--- src/rtl/alu_pkg.sv ---
// alu_pkg: opcode constants, internal op encoding, engine states and the
// ALUOp/func decoder shared by alu_muldiv_unit and muldiv_core.
package alu_pkg;

  localparam logic [2:0] ALUOP_ADD  = 3'b000;
  localparam logic [2:0] ALUOP_SUB  = 3'b001;
  localparam logic [2:0] ALUOP_AND  = 3'b010;
  localparam logic [2:0] ALUOP_OR   = 3'b011;
  localparam logic [2:0] ALUOP_XOR  = 3'b100;
  localparam logic [2:0] ALUOP_SLT  = 3'b101;
  localparam logic [2:0] ALUOP_SLTU = 3'b110;
  localparam logic [2:0] ALUOP_FUNC = 3'b111;

  localparam logic [5:0] FN_SLL   = 6'b000000;
  localparam logic [5:0] FN_SRL   = 6'b000010;
  localparam logic [5:0] FN_SRA   = 6'b000011;
  localparam logic [5:0] FN_SLLV  = 6'b000100;
  localparam logic [5:0] FN_SRLV  = 6'b000110;
  localparam logic [5:0] FN_SRAV  = 6'b000111;
  localparam logic [5:0] FN_MFHI  = 6'b010000;
  localparam logic [5:0] FN_MTHI  = 6'b010001;
  localparam logic [5:0] FN_MFLO  = 6'b010010;
  localparam logic [5:0] FN_MTLO  = 6'b010011;
  localparam logic [5:0] FN_MULT  = 6'b011000;
  localparam logic [5:0] FN_MULTU = 6'b011001;
  localparam logic [5:0] FN_DIV   = 6'b011010;
  localparam logic [5:0] FN_DIVU  = 6'b011011;
  localparam logic [5:0] FN_ADD   = 6'b100000;
  localparam logic [5:0] FN_ADDU  = 6'b100001;
  localparam logic [5:0] FN_SUB   = 6'b100010;
  localparam logic [5:0] FN_SUBU  = 6'b100011;
  localparam logic [5:0] FN_AND   = 6'b100100;
  localparam logic [5:0] FN_OR    = 6'b100101;
  localparam logic [5:0] FN_XOR   = 6'b100110;
  localparam logic [5:0] FN_NOR   = 6'b100111;
  localparam logic [5:0] FN_SLT   = 6'b101010;
  localparam logic [5:0] FN_SLTU  = 6'b101011;

  typedef enum logic [3:0] {
    OP_NONE, OP_ADD, OP_SUB, OP_AND, OP_OR, OP_XOR, OP_NOR, OP_SLT,
    OP_SLTU, OP_SLL, OP_SRL, OP_SRA, OP_MFHI, OP_MFLO, OP_MT, OP_MD
  } alu_op_e;

  typedef enum logic [1:0] {
    MD_IDLE = 2'd0,
    MD_RUN  = 2'd1,
    MD_FIX  = 2'd2
  } md_state_e;

  // Decoded operation: the 4-bit op plus modifiers that do not need their own op code
  typedef struct packed {
    alu_op_e op;
    logic    var_sh;     // shift amount taken from a instead of shamt
    logic    ovf_chk;    // add/sub that reports signed overflow
    logic    md_div;     // divide (vs multiply)
    logic    md_signed;  // signed multiply/divide
    logic    to_hi;      // mthi (vs mtlo)
  } dec_t;

  function automatic dec_t decode_op(input logic [2:0] alu_op, input logic [5:0] func);
    dec_t d;
    d = '0;
    case (alu_op)
      ALUOP_ADD:  begin d.op = OP_ADD; d.ovf_chk = 1'b1; end
      ALUOP_SUB:  begin d.op = OP_SUB; d.ovf_chk = 1'b1; end
      ALUOP_AND:  d.op = OP_AND;
      ALUOP_OR:   d.op = OP_OR;
      ALUOP_XOR:  d.op = OP_XOR;
      ALUOP_SLT:  d.op = OP_SLT;
      ALUOP_SLTU: d.op = OP_SLTU;
      default: begin
        case (func)
          FN_SLL:   d.op = OP_SLL;
          FN_SRL:   d.op = OP_SRL;
          FN_SRA:   d.op = OP_SRA;
          FN_SLLV:  begin d.op = OP_SLL; d.var_sh = 1'b1; end
          FN_SRLV:  begin d.op = OP_SRL; d.var_sh = 1'b1; end
          FN_SRAV:  begin d.op = OP_SRA; d.var_sh = 1'b1; end
          FN_MFHI:  d.op = OP_MFHI;
          FN_MFLO:  d.op = OP_MFLO;
          FN_MTHI:  begin d.op = OP_MT; d.to_hi = 1'b1; end
          FN_MTLO:  d.op = OP_MT;
          FN_MULT:  begin d.op = OP_MD; d.md_signed = 1'b1; end
          FN_MULTU: d.op = OP_MD;
          FN_DIV:   begin d.op = OP_MD; d.md_div = 1'b1; d.md_signed = 1'b1; end
          FN_DIVU:  begin d.op = OP_MD; d.md_div = 1'b1; end
          FN_ADD:   begin d.op = OP_ADD; d.ovf_chk = 1'b1; end
          FN_ADDU:  d.op = OP_ADD;
          FN_SUB:   begin d.op = OP_SUB; d.ovf_chk = 1'b1; end
          FN_SUBU:  d.op = OP_SUB;
          FN_AND:   d.op = OP_AND;
          FN_OR:    d.op = OP_OR;
          FN_XOR:   d.op = OP_XOR;
          FN_NOR:   d.op = OP_NOR;
          FN_SLT:   d.op = OP_SLT;
          FN_SLTU:  d.op = OP_SLTU;
          default:  d.op = OP_NONE;
        endcase
      end
    endcase
    return d;
  endfunction

endpackage

--- src/rtl/muldiv_core.sv ---
// muldiv_core: iterative magnitude multiply (shift-add) / divide (restoring)
// with sign fixup. Results are presented combinationally while in MD_FIX.
module muldiv_core
  import alu_pkg::*;
#(
  parameter int unsigned WIDTH = 32
) (
  input  logic             clk,
  input  logic             rst,
  input  logic             start,
  input  logic             is_div,
  input  logic             is_signed,
  input  logic [WIDTH-1:0] a,
  input  logic [WIDTH-1:0] b,
  output logic             fin_c,
  output logic [WIDTH-1:0] hi_c,
  output logic [WIDTH-1:0] lo_c,
  output logic             dbz_c
);

  localparam int unsigned SHW = $clog2(WIDTH);
  localparam int unsigned PW  = 2 * WIDTH;

  md_state_e        state;
  logic [SHW-1:0]   cnt;
  logic [PW-1:0]    acc;     // mult: {partial, multiplier}; div: {remainder, quotient}
  logic [WIDTH-1:0] dvs;     // multiplicand or divisor magnitude
  logic             div_q;
  logic             neg_lo;  // negate quotient, or the whole product for mult
  logic             neg_hi;  // negate remainder
  logic             dbz_q;

  logic [WIDTH-1:0] mag_a, mag_b;
  logic [WIDTH:0]   add_sum, rem_sh, rem_diff;
  logic [PW-1:0]    prod_fix;

  // Operand magnitudes and one iteration step of each algorithm
  always_comb begin
    mag_a    = (is_signed && a[WIDTH-1]) ? (~a + WIDTH'(1)) : a;
    mag_b    = (is_signed && b[WIDTH-1]) ? (~b + WIDTH'(1)) : b;
    add_sum  = {1'b0, acc[PW-1:WIDTH]} + (acc[0] ? {1'b0, dvs} : '0);
    rem_sh   = acc[PW-1:WIDTH-1];
    rem_diff = rem_sh - {1'b0, dvs};
  end

  // Sign fixup of the finished magnitudes
  always_comb begin
    prod_fix = neg_lo ? (~acc + PW'(1)) : acc;
    if (div_q) begin
      lo_c = neg_lo ? (~acc[WIDTH-1:0] + WIDTH'(1)) : acc[WIDTH-1:0];
      hi_c = neg_hi ? (~acc[PW-1:WIDTH] + WIDTH'(1)) : acc[PW-1:WIDTH];
    end else begin
      lo_c = prod_fix[WIDTH-1:0];
      hi_c = prod_fix[PW-1:WIDTH];
    end
    fin_c = (state == MD_FIX);
    dbz_c = fin_c && dbz_q;
  end

  // Engine FSM: IDLE latches operands, RUN iterates WIDTH times, FIX hands off
  always_ff @(posedge clk or posedge rst) begin
    if (rst) begin
      state  <= MD_IDLE;
      cnt    <= '0;
      acc    <= '0;
      dvs    <= '0;
      div_q  <= 1'b0;
      neg_lo <= 1'b0;
      neg_hi <= 1'b0;
      dbz_q  <= 1'b0;
    end else begin
      case (state)
        MD_IDLE: begin
          if (start) begin
            div_q <= is_div;
            cnt   <= '0;
            dbz_q <= 1'b0;
            if (is_div && (b == '0)) begin
              // Divide by zero bypasses RUN: hi gets the raw dividend, lo all ones
              acc    <= {a, {WIDTH{1'b1}}};
              neg_lo <= 1'b0;
              neg_hi <= 1'b0;
              dbz_q  <= 1'b1;
              state  <= MD_FIX;
            end else if (is_div) begin
              acc    <= {{WIDTH{1'b0}}, mag_a};
              dvs    <= mag_b;
              neg_lo <= is_signed && (a[WIDTH-1] ^ b[WIDTH-1]);
              neg_hi <= is_signed && a[WIDTH-1];
              state  <= MD_RUN;
            end else begin
              acc    <= {{WIDTH{1'b0}}, mag_b};
              dvs    <= mag_a;
              neg_lo <= is_signed && (a[WIDTH-1] ^ b[WIDTH-1]);
              neg_hi <= 1'b0;
              state  <= MD_RUN;
            end
          end
        end
        MD_RUN: begin
          if (div_q) begin
            if (!rem_diff[WIDTH]) acc <= {rem_diff[WIDTH-1:0], acc[WIDTH-2:0], 1'b1};
            else                  acc <= {rem_sh[WIDTH-1:0], acc[WIDTH-2:0], 1'b0};
          end else begin
            acc <= {add_sum, acc[WIDTH-1:1]};
          end
          cnt <= cnt + SHW'(1);
          if (cnt == SHW'(WIDTH - 1)) state <= MD_FIX;
        end
        MD_FIX:  state <= MD_IDLE;
        default: state <= MD_IDLE;
      endcase
    end
  end

endmodule

--- src/rtl/alu_muldiv_unit.sv ---
// alu_muldiv_unit: EX-stage ALU with ALUOp/func decode, single-cycle datapath,
// HI/LO registers and an iterative multiply/divide engine (muldiv_core).
// Optional feature macro: ALU_OVF_EN adds the registered signed-overflow port ovf.
module alu_muldiv_unit
  import alu_pkg::*;
#(
  parameter int unsigned WIDTH = 32,
  parameter int unsigned SHW   = $clog2(WIDTH)
) (
  input  logic             clk,
  input  logic             rst,
  input  logic             start,
  input  logic [2:0]       ALUOp,
  input  logic [5:0]       func,
  input  logic [SHW-1:0]   shamt,
  input  logic [WIDTH-1:0] a,
  input  logic [WIDTH-1:0] b,
  output logic [WIDTH-1:0] result,
  output logic             zero,
  output logic             done,
  output logic             busy,
  output logic [WIDTH-1:0] hi,
  output logic [WIDTH-1:0] lo,
  output logic             div_by_zero
`ifdef ALU_OVF_EN
  ,
  output logic             ovf
`endif
);

  dec_t             dec;
  logic             accept;
  logic             md_start;
  logic [SHW-1:0]   sh_amt;
  logic [WIDTH-1:0] sum, dif, res_c;
  logic             fin_c, dbz_c;
  logic [WIDTH-1:0] md_hi_c, md_lo_c;

  // Decode and issue qualification; start is ignored while the engine is busy
  always_comb begin
    dec      = decode_op(ALUOp, func);
    accept   = start && !busy;
    md_start = accept && (dec.op == OP_MD);
  end

  // Single-cycle datapath; mthi/mtlo and unknown funcs produce result 0
  always_comb begin
    sh_amt = dec.var_sh ? a[SHW-1:0] : shamt;
    sum    = a + b;
    dif    = a - b;
    case (dec.op)
      OP_ADD:  res_c = sum;
      OP_SUB:  res_c = dif;
      OP_AND:  res_c = a & b;
      OP_OR:   res_c = a | b;
      OP_XOR:  res_c = a ^ b;
      OP_NOR:  res_c = ~(a | b);
      OP_SLT:  res_c = {{(WIDTH-1){1'b0}}, ($signed(a) < $signed(b))};
      OP_SLTU: res_c = {{(WIDTH-1){1'b0}}, (a < b)};
      OP_SLL:  res_c = b << sh_amt;
      OP_SRL:  res_c = b >> sh_amt;
      OP_SRA:  res_c = $unsigned($signed(b) >>> sh_amt);
      OP_MFHI: res_c = hi;
      OP_MFLO: res_c = lo;
      default: res_c = '0;
    endcase
  end

  muldiv_core #(
    .WIDTH (WIDTH)
  ) u_muldiv_core (
    .clk       (clk),
    .rst       (rst),
    .start     (md_start),
    .is_div    (dec.md_div),
    .is_signed (dec.md_signed),
    .a         (a),
    .b         (b),
    .fin_c     (fin_c),
    .hi_c      (md_hi_c),
    .lo_c      (md_lo_c),
    .dbz_c     (dbz_c)
  );

  // Output registers: single-cycle results at issue, HI/LO at engine completion
  always_ff @(posedge clk or posedge rst) begin
    if (rst) begin
      result      <= '0;
      zero        <= 1'b1;
      done        <= 1'b0;
      busy        <= 1'b0;
      hi          <= '0;
      lo          <= '0;
      div_by_zero <= 1'b0;
    end else begin
      done <= 1'b0;
      if (fin_c) begin
        hi          <= md_hi_c;
        lo          <= md_lo_c;
        div_by_zero <= dbz_c;
        done        <= 1'b1;
        busy        <= 1'b0;
      end else if (accept) begin
        div_by_zero <= 1'b0;
        if (dec.op == OP_MD) begin
          busy <= 1'b1;
        end else begin
          result <= res_c;
          zero   <= (res_c == '0);
          done   <= 1'b1;
          if (dec.op == OP_MT) begin
            if (dec.to_hi) hi <= a;
            else           lo <= a;
          end
        end
      end
    end
  end

`ifdef ALU_OVF_EN
  logic ovf_c;

  // Signed overflow of the checked add/sub forms
  always_comb begin
    ovf_c = 1'b0;
    if (dec.ovf_chk) begin
      if (dec.op == OP_ADD)
        ovf_c = (a[WIDTH-1] == b[WIDTH-1]) && (sum[WIDTH-1] != a[WIDTH-1]);
      else if (dec.op == OP_SUB)
        ovf_c = (a[WIDTH-1] != b[WIDTH-1]) && (dif[WIDTH-1] != a[WIDTH-1]);
    end
  end

  // Overflow flag follows done; multiply/divide completions clear it
  always_ff @(posedge clk or posedge rst) begin
    if (rst)                              ovf <= 1'b0;
    else if (fin_c)                       ovf <= 1'b0;
    else if (accept && dec.op != OP_MD)   ovf <= ovf_c;
  end
`else
  logic unused_ovf_chk;
  assign unused_ovf_chk = dec.ovf_chk;
`endif

endmodule

--- config.mk ---
export PLATFORM = sky130hd
export DESIGN_NAME = alu_muldiv_unit
export DESIGN_NICKNAME = d
export VERILOG_FILES = /design/src/rtl/alu_pkg.sv /design/src/rtl/muldiv_core.sv /design/src/rtl/alu_muldiv_unit.sv
export SDC_FILE = /design/constraint.sdc
export NUM_CORES = 2
export LEC_CHECK = 0
export ABC_CLOCK_PERIOD_IN_PS = 5850
export CAP_MARGIN = 20
export CORE_MARGIN = 2
export CORE_UTILIZATION = 25
export CTS_CLUSTER_SIZE = 30
export DETAILED_ROUTE_END_ITERATION = 10
export GPL_TIMING_DRIVEN = 0
export MAX_ROUTING_LAYER = met4
export SLEW_MARGIN = 40
export SYNTH_ARGS = -nofsm -noshare
export SYNTH_HDL_FRONTEND = slang
export SYNTH_SLANG_ARGS = --single-unit
--- constraint.sdc ---
create_clock -name clk -period 5.85 [get_ports clk]
set_clock_uncertainty 0.05 [all_clocks]
set_input_delay 0.585 -clock clk [delete_from_list [all_inputs] [get_ports clk]]
set_output_delay 0.585 -clock clk [all_outputs]
set_load 0.02 [all_outputs]
# --- After elaboration in Yosys (flattened, before gate mapping) ---
# Cells that the tools add are included.
totals:
  regBits: 207
  inputBits: 81
  out_inout_bits: 100
  elab_cells: 184
op_classes:
  add_sub_neg: 10
  n_lt_le_gt_ge: 2
  n_eq_ne: 51
  shift: 3
  mux: 53
  n_bitwise: 13
  n_reduce_logical: 37
ops:
  columns: ["cell", "n"]
  rows:
  - ["$mux 32", 19]
  - ["$pmux 32 s13", 1]
  - ["$mux 64", 5]
  - ["$not 32->32", 5]
  - ["$add 32x1->32 const B", 4]
  - ["$pmux 64 s2", 1]
  - ["$add 64x1->64 const B", 1]
  - ["$logic_not 32->1", 2]
  - ["$lt 32x32->1", 2]
  - ["$not 64->64", 1]
  - ["$eq 6x6->1 const B", 10]
  - ["$pmux 4 s15", 1]
  - ["$eq 6x5->1 const B", 8]
  - ["$add 32x33->33", 1]
  - ["$sub 33x32->33", 1]
  - ["$add 32x32->32", 1]
  - ["$and 32x32->32", 1]
  - ["$eq 4x4->1 const B", 8]
  - ["$or 32x32->32", 1]
  - ["$shl 32x5->32", 1]
  - ["$shr 32x5->32", 1]
  - ["$sshr 32x5->32", 1]
  - ["$sub 32x32->32", 1]
  - ["$xor 32x32->32", 1]
  - ["36 further kinds", 91]

# --- Depth between registers and ports, before layout ---
depth:
  ltp_word: 10
  depth_mapped: 18
  mapped_depth_nobuf: 16

# --- Cells and area by module ---
# A second synthesis with hierarchy kept.
unflattened:
  hier_cells: 3925
  hier_area_um2: 28273.4
modules_own_cells:
  columns: ["mod", "instances", "cells_each", "area_each_um2", "seq_area_each_um2"]
  rows:
  - ["alu_muldiv_unit", 1, 2275, 15801.4, 2503.7]
  - ["muldiv_core", 1, 1650, 12472.0, 2677.6]

# --- Worst setup path after synthesis ---
# No wires, ideal clock.
synth_path:
  path_type: "input port to flip-flop"
  from: "input b[9]"
  to: "register zero"
  setup_ns: 0.072
  arrival_ns: 4.363
  required_ns: 5.728
  slack_ns: 1.365
  cell_stages: 16
  path_cell_list: "clkbuf_1 -> inv_1 -> ha_1 -> clkbuf_1 -> and3_1 -> a221o_1 -> a31oi_1 -> a2111oi_0 -> or2_2 -> a311o_1 -> a221oi_1 -> o22ai_1 -> o21ai_0 -> nand4_1 -> or4_1 -> o21ai_1"
synth_via:
  elab_chain_len: 4
synth_rtl:
  columns: ["item", "line_no", "source"]
  rows:
  - ["from (decl)", "alu_muldiv_unit.sv:17", "input logic [WIDTH-1:0] b,"]
  - ["branches (longest 2 deep; another with $sub 32x32->32)", null, null]
  - ["$pmux 32 s13 (*)", "alu_muldiv_unit.sv:51", "case (dec.op)"]
  - ["$logic_not 32->1 (*)", "alu_muldiv_unit.sv:109", "zero <= (res_c == '0);"]
  - ["to (signal assigned)", "alu_muldiv_unit.sv:109", null]
  - ["to (decl)", "alu_muldiv_unit.sv:19", "output logic zero,"]
# Every way passes the cells marked *.
# A chain may end at the register's enable or synchronous reset.

# --- Final worst setup path ---
layout_path:
  from: "input a[4]"
  to: "register zero"
layout_via:
  elab_chain_len: 4
layout_rtl:
  columns: ["item", "line_no", "source"]
  rows:
  - ["from (decl)", "alu_muldiv_unit.sv:16", "input logic [WIDTH-1:0] a,"]
  - ["branches (longest 2 deep; another with $sub 32x32->32)", null, null]
  - ["$pmux 32 s13 (*)", "alu_muldiv_unit.sv:51", null]
  - ["$logic_not 32->1 (*)", "alu_muldiv_unit.sv:109", null]
# Marked as above.

==> qor.log <==
INFO  die            die_y=330.3µm
INFO  route          detailroute.wirelength.met3=16,240µm
INFO  timing         min_period_over_period=102.7%
INFO  final_layout   design.final.nets=4,223
INFO  timing         transition_time_at_the_pin_with_the_least_slew_margin=1.019ns
INFO  final_layout   postLayoutCoreUtil=30.34%
INFO  route          avgRoutedWirePerCell=35.54µm
INFO  final_layout   fill_cells=11,630
INFO  route          detailroute.via_count=33,360
INFO  placed_design  io_buffer_count=178
INFO  clock_tree     clock_transition_at_the_register_clock_pins_on_the_worst_setup_and_hold_paths_after_cts=0.06ns
INFO  timing         setup-violations-final=2
INFO  die            io-pin-count=181
INFO  route          wl_met2=85,230µm
INFO  worst_setup_path critical_path_required=6.30ns
INFO  global_routing grt_start_max_net_pins=27
INFO  power          cellPowerDensity=285.8nW/µm²
INFO  power          fin_total_pwr=0.009141W
INFO  clock_tree     post-cts-setup-buffers=0
INFO  global_routing antenna_found_initial=7
INFO  final_layout   layout_commonest_cell=sky130_fd_sc_hd__nor2_1
INFO  clock_tree     clockRootBuffer=sky130_fd_sc_hd__clkbuf_16
INFO  route          top_layer_used=met4
INFO  placed_design  placer_s_final_routability_congestion_estimate=1.089
INFO  die            die_outline_area=109,100µm²
INFO  synth          synth_fp_nets=3,987
INFO  worst_setup_path startpoint_type=input pin
INFO  synth          postSynth.topFlopCell=sky130_fd_sc_hd__dfrtp_1
INFO  timing         setup_ws=-0.1551ns
INFO  placed_design  pre_cts_slack=-1.704ns
INFO  final_layout   syn2layout_area_growth=20.19%
INFO  timing         finalHoldViolCount=0
INFO  clock_tree     clkLatencyLatePin=0.61ns
INFO  synth          synth_largest_area_cell=sky130_fd_sc_hd__dfrtp_1
INFO  timing         fin_worst_hold_slack=0.3138ns
INFO  timing         grt_setup_unrepaired=yes
INFO  synth          synth_edf_count=0
INFO  synth          synth_cell_types=96
INFO  route          drt-total-wl=191,500µm
INFO  die            initial_utilization=25.25%
INFO  synth          top_cells_by_area_synth=sky130_fd_sc_hd__dfrtp_1 (19%), sky130_fd_sc_hd__ha_1 (7.8%), sky130_fd_sc_hd__a21oi_1 (7.1%)
INFO  timing         max_clock_freq=0.1665GHz
INFO  worst_setup_path worstSetupPathType=in -> reg
INFO  clock_tree     cts_buffer_depth=3
INFO  placed_design  dp_hpwl=158,900µm
INFO  clock_tree     tritoncts.num_buffers=27
INFO  power          ir_worst_vdd=0.0002054V
INFO  clock_tree     cts_resized=26
INFO  die            die_width=330.3µm
INFO  route          number_of_detailed_routing_iterations_run_before_antenna_repair=10
INFO  run_status     violations=DRC, setup timing
INFO  synth          synth_sequential_area_ratio=19.47%
INFO  synth          mean_syn_cell_area=7.124µm²
INFO  die            fp-row-count=119
INFO  synth          yosys_register_bits=207
INFO  route          via_per_inst=6.191
INFO  synth          synth_area=26,610µm²
INFO  clock_tree     cts_hold_buffers=0
INFO  timing         relative_slew_slack=31.82%
INFO  timing         maxSlewViolCount=0
INFO  clock_tree     clock_sink_count=207
INFO  worst_setup_path worst-endpoint-arrival=6.46ns
INFO  synth          synth_top_area_share=19.37%
INFO  route          drt_drc_violations_left=12
INFO  timing         min_period=6.005ns
INFO  synth          yosys_warn_count=0
INFO  final_layout   commonest_cells_after_routing_fill_and_taps_aside=sky130_fd_sc_hd__nor2_1 (402), sky130_fd_sc_hd__a21oi_1 (372), sky130_fd_sc_hd__nand2_1 (369)
INFO  synth          async_flop_share=100.0%
INFO  route          drt-met1-wl=74,290µm
INFO  global_routing grt-ovfl-total=0
INFO  min_path       holdCritPathClass=in -> async
INFO  die            placeableCoreArea=105,400µm²
INFO  route          detailedRoute.firstIterationViolations=4,073
INFO  run            max_cap_violations=0
INFO  global_routing wire_length_of_the_first_global_routing_pass=261,400µm
INFO  final_layout   layout-drive-gt1-share=7.141%
INFO  power          leakage=12.64nW
INFO  synth          syn-instance-count=3,736
INFO  timing         finalSetupTns=-0.2184ns
INFO  clock_tree     cts_tree=done
INFO  clock_tree     cts_htree_levels=1
INFO  run_status     status=finished with violations
INFO  worst_setup_path critPathMaxFanout=10
INFO  route          antenna_violating_nets_post_route=0
INFO  worst_setup_path cp-end-kind=flip-flop
INFO  global_routing first_global_vias=32,520
INFO  global_routing overall_global_routing_usage=35.02%
==> cells in the mapped netlist (24+ instances only) <==
library cell               number
sky130_fd_sc_hd__a211oi_1      63
sky130_fd_sc_hd__a21o_1        56
sky130_fd_sc_hd__a21oi_1      376
sky130_fd_sc_hd__a221o_1       27
sky130_fd_sc_hd__a221oi_1      42
sky130_fd_sc_hd__a22oi_1       36
sky130_fd_sc_hd__a31oi_1       61
sky130_fd_sc_hd__and3_1        29
sky130_fd_sc_hd__buf_2         24
sky130_fd_sc_hd__clkbuf_1     214
sky130_fd_sc_hd__dfrtp_1      206
sky130_fd_sc_hd__ha_1         166
sky130_fd_sc_hd__inv_1        163
sky130_fd_sc_hd__mux2_2        27
sky130_fd_sc_hd__mux2i_1       68
sky130_fd_sc_hd__nand2_1      369
sky130_fd_sc_hd__nand2b_1      35
sky130_fd_sc_hd__nand3_1       96
sky130_fd_sc_hd__nand4_1       32
sky130_fd_sc_hd__nor2_1       410
sky130_fd_sc_hd__nor2b_1       33
sky130_fd_sc_hd__nor3_1       123
sky130_fd_sc_hd__nor4_1        34
sky130_fd_sc_hd__o211ai_1      51
sky130_fd_sc_hd__o21ai_0      299
sky130_fd_sc_hd__o21bai_1      31
sky130_fd_sc_hd__o31ai_1       43
sky130_fd_sc_hd__or3_1         32
sky130_fd_sc_hd__xnor2_1      138
sky130_fd_sc_hd__xor2_1        46
==> cell families (layout without fill, tap and decap cells) <==
logic type	after synthesis	count (layout)	synth area share, %
AO/OA/AOI/OAI	1379	1379	34.16
AND/OR/NAND/NOR	1274	1274	22.18
buffers and inverters	425	680	6.163
flip-flops	207	207	19.47
XOR/XNOR	184	184	6.055
adder cells (fa/ha/maj)	170	170	8.105
multiplexers	97	97	3.869
other	0	6	0
==> report_power, final <==
group          total (W)  internal, W  switching, W
Sequential       0.00228      0.00172      0.000558
Combinational    0.00494      0.00187       0.00307
Clock            0.00192      0.00116      0.000766
==> layout make-up <==
class                           count  area, µm²  area share, %
Multi-Input combinational cell   3104      20170          63.06
Inverter                          164      619.3          1.936
Timing Repair Buffer              210       2195          6.861
Antenna cell                        6      15.01        0.04694
Sequential cell                   207       5181          16.20
Clock buffer                       31      720.7          2.253
Clock inverter                     17      280.3         0.8762
Tap cell                         1391       1740          5.441
Buffer                            258       1064          3.325
==> metrics by stage <==
step	area, µm²	instances
after floorplan	26620	3736
after global placement	30140	5305
after detailed placement	30800	5336
after CTS	31890	5384
after global routing	31990	5388
final	31990	5388
==> registers in the layout, summed over array words and instances, names as in the netlist <==
register	count
u_muldiv_core.div_q	1
result	32
zero	1
div_by_zero	1
u_muldiv_core.dbz_q	1
u_muldiv_core.state	2
u_muldiv_core.dvs	32
done	1
u_muldiv_core.acc	64
hi	32
lo	32
u_muldiv_core.neg_lo	1
u_muldiv_core.neg_hi	1
busy	1
u_muldiv_core.cnt	5
==> final timing paths <==
check,from,to,slack [ns],cells after the start
setup / recovery,a[4],zero$_DFFE_PP1P_,-0.16,17
setup reg to reg,u_muldiv_core.acc[0]$_DFFE_PP0P_,u_muldiv_core.acc[63]$_DFFE_PP0P_,0.35,16
min in group clk,u_muldiv_core.dvs[2]$_DFFE_PP0P_,u_muldiv_core.dvs[2]$_DFFE_PP0P_,0.44,2
hold reg to reg,u_muldiv_core.dvs[2]$_DFFE_PP0P_,u_muldiv_core.dvs[2]$_DFFE_PP0P_,0.44,2
max in group asynchronous,rst,result[4]$_DFFE_PP0P_,4.35,6
hold / removal,rst,lo[0]$_DFFE_PP0P_,0.31,2
==> layer usage <==
metal,vias to the layer above,GRT usage (%)
li1,14370,-
met5,-,-
met3,601,6.702
met1,16380,41.12
met2,2011,54.60
met4,0,22.76
==> critical path, stage by stage <==
cell	delay (ns)
sky130_fd_sc_hd__clkdlybuf4s50_1	0.62
sky130_fd_sc_hd__clkbuf_2	0.41
sky130_fd_sc_hd__inv_1	0.30
sky130_fd_sc_hd__ha_1	0.39
sky130_fd_sc_hd__clkbuf_1	0.45
sky130_fd_sc_hd__o21ai_0	0.22
sky130_fd_sc_hd__o21ai_0	0.46
sky130_fd_sc_hd__a31oi_2	0.35
sky130_fd_sc_hd__a21oi_1	0.26
sky130_fd_sc_hd__o21ai_0	0.10
sky130_fd_sc_hd__a221oi_1	0.59
sky130_fd_sc_hd__o211ai_1	0.31
sky130_fd_sc_hd__nor3_1	0.64
sky130_fd_sc_hd__nand3_1	0.16
sky130_fd_sc_hd__nor4_1	0.30
sky130_fd_sc_hd__nand4_1	0.12
sky130_fd_sc_hd__o21ai_1	0.16
No activity file was read; power rests on OpenSTA's default activity.
